## src/rtl/dmem_arbiter_if.sv

```systemverilog
// Bus bundle between the data-memory arbiter, its two requesters (pipeline C, debug D) and the memory.
// The slave modport is the arbiter's view; master is the environment's view.
interface dmem_arbiter_if #(
   parameter int AW = 10,
   parameter int DW = 32
);
   logic          c_req;
   logic          c_we;
   logic [AW-1:0] c_addr;
   logic [DW-1:0] c_wdata;
   logic          c_stall;
   logic          c_rvalid;
   logic [DW-1:0] c_rdata;

   logic          d_req;
   logic          d_we;
   logic [AW-1:0] d_addr;
   logic [DW-1:0] d_wdata;
   logic          d_gnt;
   logic          d_rvalid;
   logic [DW-1:0] d_rdata;

   logic [AW-1:0] mem_addr;
   logic          mem_we;
   logic [DW-1:0] mem_din;
   logic [DW-1:0] mem_dout;

   modport slave (
      input  c_req, c_we, c_addr, c_wdata,
      output c_stall, c_rvalid, c_rdata,
      input  d_req, d_we, d_addr, d_wdata,
      output d_gnt, d_rvalid, d_rdata,
      output mem_addr, mem_we, mem_din,
      input  mem_dout
   );

   modport master (
      output c_req, c_we, c_addr, c_wdata,
      input  c_stall, c_rvalid, c_rdata,
      output d_req, d_we, d_addr, d_wdata,
      input  d_gnt, d_rvalid, d_rdata,
      input  mem_addr, mem_we, mem_din,
      output mem_dout
   );
endinterface

```

## src/rtl/dmem_arbiter.sv

```systemverilog
// Single-port data memory arbiter: pipeline port C has fixed priority, debug port D is
// forced through after MAX_WAIT consecutive refusals. Read data returns one cycle after grant.
module dmem_arbiter #(
   parameter int AW       = 10,
   parameter int DW       = 32,
   parameter int MAX_WAIT = 4,
   parameter int CW       = 3
) (
   input  logic          Clk,
   input  logic          Rst,
   dmem_arbiter_if.slave bus
);
   logic [CW-1:0] wcnt;
   logic [CW-1:0] wcntNext;
   logic          forceD;
   logic          rdPend;
   logic          tagD;

   logic          cGnt;
   logic          dGnt;
   logic [AW-1:0] memAddr;
   logic          memWe;
   logic [DW-1:0] memDin;

   // Force removes C from contention; otherwise C wins whenever it asks.
   assign cGnt = bus.c_req & ~forceD;
   assign dGnt = bus.d_req & ~cGnt;

   always_comb begin
      memAddr = '0;
      memWe   = 1'b0;
      memDin  = '0;
      if (cGnt) begin
         memAddr = bus.c_addr;
         memWe   = bus.c_we;
         memDin  = bus.c_wdata;
      end else if (dGnt) begin
         memAddr = bus.d_addr;
         memWe   = bus.d_we;
         memDin  = bus.d_wdata;
      end
   end

   // A dropped request abandons its claim, so the count clears on ~d_req as well as on grant.
   always_comb begin
      wcntNext = wcnt;
      if (dGnt || !bus.d_req)
         wcntNext = '0;
      else if (wcnt < CW'(MAX_WAIT))
         wcntNext = wcnt + CW'(1);
   end

   always_ff @(posedge Clk or posedge Rst) begin
      if (Rst) begin
         wcnt   <= '0;
         forceD <= 1'b0;
         rdPend <= 1'b0;
         tagD   <= 1'b0;
      end else begin
         wcnt   <= wcntNext;
         forceD <= (wcntNext == CW'(MAX_WAIT));
         rdPend <= (cGnt | dGnt) & ~memWe;
         if ((cGnt | dGnt) & ~memWe)
            tagD <= dGnt;
      end
   end

   assign bus.c_stall  = bus.c_req & ~cGnt;
   assign bus.d_gnt    = dGnt;
   assign bus.mem_addr = memAddr;
   assign bus.mem_we   = memWe;
   assign bus.mem_din  = memDin;

   assign bus.c_rvalid = rdPend & ~tagD;
   assign bus.d_rvalid = rdPend & tagD;
   assign bus.c_rdata  = (rdPend & ~tagD) ? bus.mem_dout : '0;
   assign bus.d_rdata  = (rdPend & tagD)  ? bus.mem_dout : '0;
endmodule
```

## src/flat_wrapper.sv

```systemverilog
// flat-port wrapper written by rule: the top's interface ports become plain ports
module dmem_arbiter_flat 
#(
   parameter int AW       = 10,
   parameter int DW       = 32,
   parameter int MAX_WAIT = 4,
   parameter int CW       = 3
)
  (Clk, Rst, bus_c_req, bus_c_we, bus_c_addr, bus_c_wdata, bus_c_stall, bus_c_rvalid, bus_c_rdata, bus_d_req, bus_d_we, bus_d_addr, bus_d_wdata, bus_d_gnt, bus_d_rvalid, bus_d_rdata, bus_mem_addr, bus_mem_we, bus_mem_din, bus_mem_dout);
  dmem_arbiter_if #(.AW(AW), .DW(DW)) bus_i ();
  input  logic Clk;
  input  logic Rst;
  input wire logic [$bits(bus_i.c_req)-1:0] bus_c_req;
  input wire logic [$bits(bus_i.c_we)-1:0] bus_c_we;
  input wire logic [$bits(bus_i.c_addr)-1:0] bus_c_addr;
  input wire logic [$bits(bus_i.c_wdata)-1:0] bus_c_wdata;
  output wire logic [$bits(bus_i.c_stall)-1:0] bus_c_stall;
  output wire logic [$bits(bus_i.c_rvalid)-1:0] bus_c_rvalid;
  output wire logic [$bits(bus_i.c_rdata)-1:0] bus_c_rdata;
  input wire logic [$bits(bus_i.d_req)-1:0] bus_d_req;
  input wire logic [$bits(bus_i.d_we)-1:0] bus_d_we;
  input wire logic [$bits(bus_i.d_addr)-1:0] bus_d_addr;
  input wire logic [$bits(bus_i.d_wdata)-1:0] bus_d_wdata;
  output wire logic [$bits(bus_i.d_gnt)-1:0] bus_d_gnt;
  output wire logic [$bits(bus_i.d_rvalid)-1:0] bus_d_rvalid;
  output wire logic [$bits(bus_i.d_rdata)-1:0] bus_d_rdata;
  output wire logic [$bits(bus_i.mem_addr)-1:0] bus_mem_addr;
  output wire logic [$bits(bus_i.mem_we)-1:0] bus_mem_we;
  output wire logic [$bits(bus_i.mem_din)-1:0] bus_mem_din;
  input wire logic [$bits(bus_i.mem_dout)-1:0] bus_mem_dout;
  assign bus_i.c_req = bus_c_req;
  assign bus_i.c_we = bus_c_we;
  assign bus_i.c_addr = bus_c_addr;
  assign bus_i.c_wdata = bus_c_wdata;
  assign bus_c_stall = bus_i.c_stall;
  assign bus_c_rvalid = bus_i.c_rvalid;
  assign bus_c_rdata = bus_i.c_rdata;
  assign bus_i.d_req = bus_d_req;
  assign bus_i.d_we = bus_d_we;
  assign bus_i.d_addr = bus_d_addr;
  assign bus_i.d_wdata = bus_d_wdata;
  assign bus_d_gnt = bus_i.d_gnt;
  assign bus_d_rvalid = bus_i.d_rvalid;
  assign bus_d_rdata = bus_i.d_rdata;
  assign bus_mem_addr = bus_i.mem_addr;
  assign bus_mem_we = bus_i.mem_we;
  assign bus_mem_din = bus_i.mem_din;
  assign bus_i.mem_dout = bus_mem_dout;
  dmem_arbiter #(.AW(AW), .DW(DW), .MAX_WAIT(MAX_WAIT), .CW(CW)) u_core (.Clk(Clk), .Rst(Rst), .bus(bus_i));
endmodule
```

## config.mk

```make
export PLATFORM = sky130hd
export DESIGN_NAME = dmem_arbiter_flat
export DESIGN_NICKNAME = d
export VERILOG_FILES = /design/src/rtl/dmem_arbiter_if.sv /design/src/rtl/dmem_arbiter.sv /design/src/flat_wrapper.sv
export SDC_FILE = /design/constraint.sdc
export NUM_CORES = 1
export LEC_CHECK = 0
export ABC_CLOCK_PERIOD_IN_PS = 1530
export CORE_AREA = 3 3 90 92
export CTS_BUF_LIST = sky130_fd_sc_hd__clkbuf_4 sky130_fd_sc_hd__clkbuf_8 sky130_fd_sc_hd__clkbuf_16
export DETAILED_ROUTE_END_ITERATION = 12
export DIE_AREA = 0 0 93 95
export GPL_TIMING_DRIVEN = 0
export HOLD_SLACK_MARGIN = 0.1
export PLACE_DENSITY = 0.82
export SKIP_CTS_REPAIR_TIMING = 1
export SYNTH_ARGS = -nofsm -noshare
export SYNTH_HDL_FRONTEND = slang
export SYNTH_SLANG_ARGS = --single-unit
```

## constraint.sdc

```tcl
create_clock -name Clk -period 1.53 [get_ports Clk]
set_clock_uncertainty 0.15 [all_clocks]
set_input_delay 0.3825 -clock Clk [delete_from_list [all_inputs] [get_ports Clk]]
set_output_delay 0.3825 -clock Clk [all_outputs]
set_load 0.02 [all_outputs]
```

; ---- Word-level counts from Yosys, hierarchy flattened
; Index checks and enable logic that the tools add are counted.
[classes]
add_sub_neg = 1
n_lt_le_gt_ge = 1
n_eq_ne = 1
muxes = 10
n_bitwise = 11
n_reduce_logical = 2
[op_table]
columns = operator, n
row1 = 32-bit two-way mux, 4
row2 = 10-bit two-way mux, 2
row3 = 1-bit bitwise AND, 6
row4 = 3-bit two-way mux, 2
row5 = 1-bit inverter, 4
row6 = "3-bit by 1-bit adder with 3-bit output, second input constant", 1
row7 = "3-bit == test, second input constant", 1
row8 = "3-bit less-than comparator, second input constant", 1
row9 = 1-bit two-way mux, 2
row10 = 1-bit zero test, 1
row11 = 1-bit logical OR, 1
row12 = 1-bit bitwise OR, 1
[totals]
regBits = 6
inputBits = 122
out_inout_bits = 111
elab_cells = 30

; ---- Longest topological paths before layout
; Gate-level depths: netlist of the first run.
[depth]
word_depth = 8
mapped_depth = 4
depth_no_buf = 3

; ---- Worst setup path before layout of the first run
; Ideal clock, no wire load.
[synth_timing]
path_type = input -> output
start = input port bus_c_req
end = output port bus_mem_din[15]
arrival_ps = 1281
path_slack_ps = -283
path_stages = 4
path_cell_list = nor2b_1 -> buf_6 -> clkbuf_2 -> o21ai_0
[synth_via]
elab_chain_len = 5
[synth_lines]
columns = item, line_no
row1 = start: declaration, flat_wrapper.sv:13  ; input wire logic [$bits(bus_i.c_req)-1:0] bus_c_req;
row2 = 1-bit bitwise AND (*), dmem_arbiter.sv:26  ; assign cGnt = bus.c_req & ~forceD;
row3 = 1-bit inverter, dmem_arbiter.sv:27  ; assign dGnt = bus.d_req & ~cGnt;
row4 = 1-bit bitwise AND, dmem_arbiter.sv:27
row5 = 32-bit two-way mux, dmem_arbiter.sv:37  ; end else if (dGnt) begin
row6 = 32-bit two-way mux (*), dmem_arbiter.sv:33  ; if (cGnt) begin
row7 = end: declaration, flat_wrapper.sv:29  ; output wire logic [$bits(bus_i.mem_din)-1:0] bus_mem_din;
; Mark *: on every way between the ends. The rest lies on a longest branch, timed or not.

; ---- Worst setup path after layout of the first run
[layout_timing]
start = register u_core.tagD
end = output port bus_c_rdata[7]
[layout_via]
elab_chain_len = 3
[layout_lines]
columns = item, line_no
row1 = start: declaration, dmem_arbiter.sv:17  ; logic tagD;
row2 = start signal: assignment, dmem_arbiter.sv:64  ; tagD <= dGnt;
row3 = 1-bit inverter, dmem_arbiter.sv:76  ; assign bus.c_rdata = (rdPend & ~tagD) ? bus.mem_dout : '0;
row4 = 1-bit bitwise AND, dmem_arbiter.sv:76
row5 = 32-bit two-way mux, dmem_arbiter.sv:76
row6 = end: declaration, flat_wrapper.sv:19  ; output wire logic [$bits(bus_i.c_rdata)-1:0] bus_c_rdata;
; Every way passes these cells.

==> results.cfg, run 1 <==
[outcome]
status = complete, but fails checks
violations = negative setup slack

[worst_setup_path]
crit_required_ns = 1.00
slowest_stage = dfrtp_2
crit_path_end_kind = output port
critPathMaxStageDelay_ns = 0.45
critPathTopFamily = flip-flops
ff2ff_setup_slack_ns = 0.15
worstPathMaxFanout = 7
start_kind = flip-flop
cp_data_arrival_time_ns = 1.37
path_cells = nor2b_4, buf_6, and2_1, clkbuf_2
path_class = reg -> out
path_buf_inv = 2

[grt]
grt_pass1_wl_um = 13200
grt_start_max_net_pins = 11
grt_usage_pct = 18.4
grt_pass1_vias = 2721
antenna_found_initial = 0
grt-ovfl-total = 0

[clock_network]
cts_htree_levels = 1
clock_path_buffers = 2
path_clk_slew_ns = 0.04
cts_made_buffers = 3
clk_latency_ns = 0.22
cts_tree = built
cts_root_buf = clkbuf_8
cts_sinks = 6

[place]
dpl_cell_area_um2 = 4280
numPortBuffers = 231
dp_hpwl_um = 7580
place_congestion = 0.798

[yosys]
synth_fp_nets = 373
netlist_area_um2 = 1550
synth_area_per_cell_um2 = 6.20
seq_area_frac_synth_pct = 9.69
synth.distinct_cells = 26
synth_edf_count = 0
synth-async-reset-ratio_pct = 100
ys.flop_type = dfrtp_1
syn_inst = 250
ys.warnings.count = 0
yosys_register_bits = 6

[layout]
nFillCells = 565
syn2layout_area_growth_pct = 225
antennaDiodeCount = 0
final_area_um2 = 5040
nNetsFinal = 622
drive_gt1_share_pct = 48.7

[power_and_ir_drop]
p_leak_nw = 2.30
vdd.ir_drop.worst_v = 0.000227
power_density_nw_per_um2 = 404
finalPower_w = 0.00204

[routing]
postRouteAntennaNets = 0
routed_via_density = 4.72
drtPass1Iterations = 4
wirelength_um = 10000
drc_errors = 0
dr.first_iter.drc_count = 53
vias = 2811
wl_per_cell_um = 16.8

[timing]
slew_headroom_pct = 82.9
worst_slew_pin_slew_ns = 0.256
min_period_ns = 1.91
hold_viol_final = 0
max_freq_ghz = 0.525
slew_violations = 0
min_period_over_period_pct = 125
worst_slack_ns = -0.376
finalSetupViolCount = 111
rsz0062_at_grt = yes
fin_setup_tns_ns = -33.38

[floorplanning]
start_util_pct = 21.3
die_x_um = 93
ioPinCount = 233
die-height_um = 95
fp-row-count = 31
dieArea_um2 = 8840
core_um2 = 7290

[min_path]
hp-class = in -> async

[run]
timing.max_cap.violations = 0
report_power, final:
group,internal (W),switching [W]
Clock,0.000169,0.0000662
Combinational,0.000913,0.000708
Sequential,0.000169,0.0000144
Total,0.00125,0.000788
registers in the layout (all words and copies together) (netlist names):
signal,cells
u_core.tagD,1
u_core.rdPend,1
u_core.forceD,1
u_core.wcnt,3
final cells by class:
type | count | area, um^2 | area share (%)
Buffer | 29 | 338 | 6.70
Clock buffer | 3 | 41.3 | 0.819
Inverter | 2 | 7.51 | 0.149
Multi-Input combinational cell | 213 | 1760 | 35.0
Sequential cell | 6 | 154 | 3.05
Timing Repair Buffer | 244 | 2620 | 51.9
Tap cell | 99 | 124 | 2.46
Yosys cell counts, drive strengths merged, types with 2 or more instances:
cell | instances | share of area [%]
nor2b | 3 | 1.7
nand2 | 43 | 10
nor2 | 4 | 0.97
buf | 20 | 7.0
and3 | 32 | 13
inv | 2 | 0.48
and2 | 34 | 14
clkbuf | 9 | 2.3
o21ai | 43 | 14
dfrtp | 6 | 9.7
nand3b | 44 | 21
cell families after synthesis:
kind of cell / Yosys count / synth area share [%]
AO/OA/AOI/OAI: 46 / 15.3
adder cells (fa/ha/maj): 1 / 0.807
flip-flops: 6 / 9.68
multiplexers: 1 / 0.646
XOR/XNOR: 1 / 0.565
buffers and inverters: 31 / 9.77
AND/OR/NAND/NOR: 164 / 63.2
metal layers:
metal  global-route usage (%)  vias up  part of all wire (%)
met3                     5.50        6                   9.0
met5                        0        -                     0
met4                     3.42        0                  0.85
li1                         -     1356                     -
met1                     18.8     1306                    35
met2                     36.9      143                    55
stage by stage:
stage	worst slack (ns)	hold WS, ns	util (%)	cells
floorplan	-0.122	0.0235	-	250
global placement	-1.21	0.378	58.7	580
detailed placement	-1.21	0.396	58.7	580
CTS	-1.21	0.239	59.3	583
global route	-0.443	0.255	69.2	596
finish	-0.376	0.237	69.2	596
layout by cell type (no fill, tap or decap), types with 15 or more instances in the layout:
cell type        instances
o21ai_4                 24
nand3b_1                44
dlymetal6s2s_1          15
o21ai_2                 15
clkdlybuf4s50_1        107
and3_4                  29
buf_4                   18
and2_1                  20
nand2_1                 43
buf_6                  107
worst register-to-register path: stages (launching register included):
cell,delay [ns]
dfrtp_2,0.43
nor2b_4,0.20
buf_12,0.16
clkbuf_16,0.15
buf_4,0.11
o21bai_1,0.07
path summary, 6_finish.rpt:
path / from / endpoint / cells after the start
setup / recovery: u_core.tagD / bus_c_rdata[7] / 4
hold / removal: Rst / u_core.wcnt[1] / 2
setup reg to reg: u_core.forceD / u_core.rdPend / 5
hold reg to reg: u_core.wcnt[1] / u_core.wcnt[1] / 2
max in group asynchronous: Rst / u_core.rdPend / 2
min in group Clk: u_core.wcnt[1] / u_core.wcnt[1] / 2
(Power assumes the default switching activity.)
==> run 2: changes to the inputs <==
--- a/config.mk
+++ b/config.mk
@@ -6,13 +6,14 @@
 export NUM_CORES = 1
 export LEC_CHECK = 0
 export ABC_CLOCK_PERIOD_IN_PS = 1530
-export CORE_AREA = 3 3 90 92
+export CORE_ASPECT_RATIO = 0.5
+export CORE_MARGIN = 3
+export CORE_UTILIZATION = 24
 export CTS_BUF_LIST = sky130_fd_sc_hd__clkbuf_4 sky130_fd_sc_hd__clkbuf_8 sky130_fd_sc_hd__clkbuf_16
 export DETAILED_ROUTE_END_ITERATION = 12
-export DIE_AREA = 0 0 93 95
 export GPL_TIMING_DRIVEN = 0
 export HOLD_SLACK_MARGIN = 0.1
-export PLACE_DENSITY = 0.82
+export PLACE_DENSITY = 0.91
 export SKIP_CTS_REPAIR_TIMING = 1
 export SYNTH_ARGS = -nofsm -noshare
 export SYNTH_HDL_FRONTEND = slang
==> run 2 against run 1 <==
Effect of this change:
- the run still ends with negative setup slack left
- sequential share of layout area shrank 0.053 points
- largest cell class unchanged
- final area increased by 0.94%
- sequential cell count unchanged
- utilization increased by 18 points
- clock-buffer cell count unchanged
- final cell count fell by 1.3%
- fmax shrank 5.8%
- die area down 15%
- clock power grew 90%
- hold slack better by 0.049 ns
- sequential power barely moved
- combinational power increased by 7%
==> results.cfg, run 2 (same netlist as run 1, synthesis figures left out) <==
[layout]
syn2layout_area_growth_pct = 228
drive_gt1_share_pct = 50.5
instances_no_fill = 588
nNetsFinal = 628
regMostFlops = u_core.wcnt
final_area_um2 = 5090
largest_reg_flops = 3
final_common_cell = buf_6
layout_common_cells = buf_6, clkdlybuf4s50_1, nand3b_1

[timing]
slew_violations = 0
min_period_ns = 2.02
max_freq_ghz = 0.494
slew_headroom_pct = 77.7
worst_slack_ns = -0.492
hold_viol_final = 0
finalSetupViolCount = 110
rsz0062_at_grt = yes
min_period_over_period_pct = 132
worst_slew_pin_slew_ns = 0.334

[clock_network]
cts_htree_levels = 1
cts_root_buf = clkbuf_16
cts_sinks = 6
path_clk_slew_ns = 0.04
cts_tree = built
clk_latency_ns = 0.24
clock_path_buffers = 2
cts_made_buffers = 3

[place]
dp_hpwl_um = 7910
place_congestion = 0.915
numPortBuffers = 231
place_inst = 565
dpl_cell_area_um2 = 4260

[run]
timing.max_cap.violations = 0

[worst_setup_path]
start_kind = flip-flop
worstPathMaxFanout = 10
crit_path_end_kind = output port
slowest_stage = dfrtp_1
path_cells = buf_6, buf_6, nand3b_1, o21ai_4, buf_6
path_class = reg -> out
reg2reg_depth = 5
ff2ff_setup_slack_ns = 0
critPathMaxStageDelay_ns = 0.43
cp_data_arrival_time_ns = 1.49
regToRegEndpoint = u_core.rdPend
crit_required_ns = 1.00
critPathTopFamily = buffers and inverters
reg2reg_from = u_core.forceD
path_buf_inv = 3
crit_top_cell = buf_6

[floorplanning]
ioPinCount = 233
die_x_um = 120
die-height_um = 62.8
dieArea_um2 = 7520
core_um2 = 5850
fp-row-count = 19
start_util_pct = 26.5

[routing]
drtPass1Iterations = 5
routed_via_density = 5.54
vias = 3255
wl_per_cell_um = 23.9
wirelength_um = 14100
dr.first_iter.drc_count = 319
drc_errors = 0
postRouteAntennaNets = 0

[power_and_ir_drop]
vdd.ir_drop.worst_v = 0.000299
power_density_nw_per_um2 = 465
p_leak_nw = 2.29

[outcome]
status = complete, but fails checks
violations = negative setup slack

[grt]
antenna_found_initial = 1
grt_start_max_net_pins = 11
grt_pass1_vias = 2600
grt_usage_pct = 23.7
grt-ovfl-total = 0
grt_pass1_wl_um = 14400

[min_path]
hp-class = in -> async
run 2: cell types whose count changed in the layout (fill, tap and decap cells not counted), moves of 3 or more:
cell,previous run,this run
dlymetal6s2s_1,15,9
buf_6,107,119
clkbuf_16,5,8
clkbuf_8,3,0
buf_4,18,9
buf_2,7,14
o21ai_2,15,19
clkdlybuf4s50_1,107,111
run 2: worst register-to-register path, delay by kind of cell (launching register included):
| family | cells | cell delay [ns] |
|---|---|---|
| DFF | 1 | 0.43 |
| and+or+nand+nor | 1 | 0.25 |
| AOI/OAI and AO/OA | 1 | 0.09 |
| buffers and inverters | 3 | 0.48 |
run 2: per-stage QoR:
stage	setup slack [ns]	TNS, ns	total power [W]	hold WS [ns]	utilization [%]
2_1_floorplan	-0.122	-4.21	0.000792	0.0235	-
3_3_place_gp	-1.20	-91.69	0.00152	0.386	72.9
3_5_place_dp	-1.19	-92.09	0.00154	0.406	72.9
4_1_cts	-1.20	-104.98	0.00196	0.231	74.2
5_1_grt	-0.491	-42.00	0.00243	0.300	87.1
6_report	-0.492	-39.79	0.00237	0.286	87.1
run 2: layout make-up:
| cell class | count | area, um^2 |
|---|---|---|
| timing repair buffer | 250 | 2640 |
| tap | 84 | 105 |
| sequential | 6 | 153 |
| fill | 279 | 757 |
| antenna | 1 | 2.50 |
| clock buffer | 3 | 75.1 |
| buffer | 29 | 335 |
| inverter | 2 | 7.51 |
| multi-input combinational | 213 | 1770 |
run 2: power by group:
part	total (W)	switching [W]	internal (W)	leakage, nW
Clock	0.000446	0.000108	0.000337	0.0370
Sequential	0.000183	0.0000146	0.000169	0.0772
Combinational	0.00174	0.000805	0.000931	2.18
Total	0.00237	0.000928	0.00144	2.29
run 2: worst max path at each step:
stage / from / endpoint / slack, ns / depth (start not counted)
after global placement: bus_c_req / bus_mem_din[10] / -1.20 / 6
after detailed placement: bus_c_req / bus_mem_addr[2] / -1.19 / 6
after global routing: u_core.forceD / bus_mem_addr[4] / -0.49 / 5
after CTS: bus_c_req / bus_mem_din[10] / -1.20 / 6
after floorplan: bus_c_req / bus_mem_addr[9] / -0.12 / 3
final: u_core.forceD / bus_mem_din[29] / -0.49 / 5
run 2: per-layer routing:
metal | global-route usage (%) | vias to the layer above | share of wire, %
met1 | 27.2 | 1589 | 36
met5 | 0 | - | 0
met3 | 5.06 | 64 | 6.7
met2 | 44.7 | 234 | 52
li1 | - | 1368 | -
met4 | 6.13 | 0 | 5.0
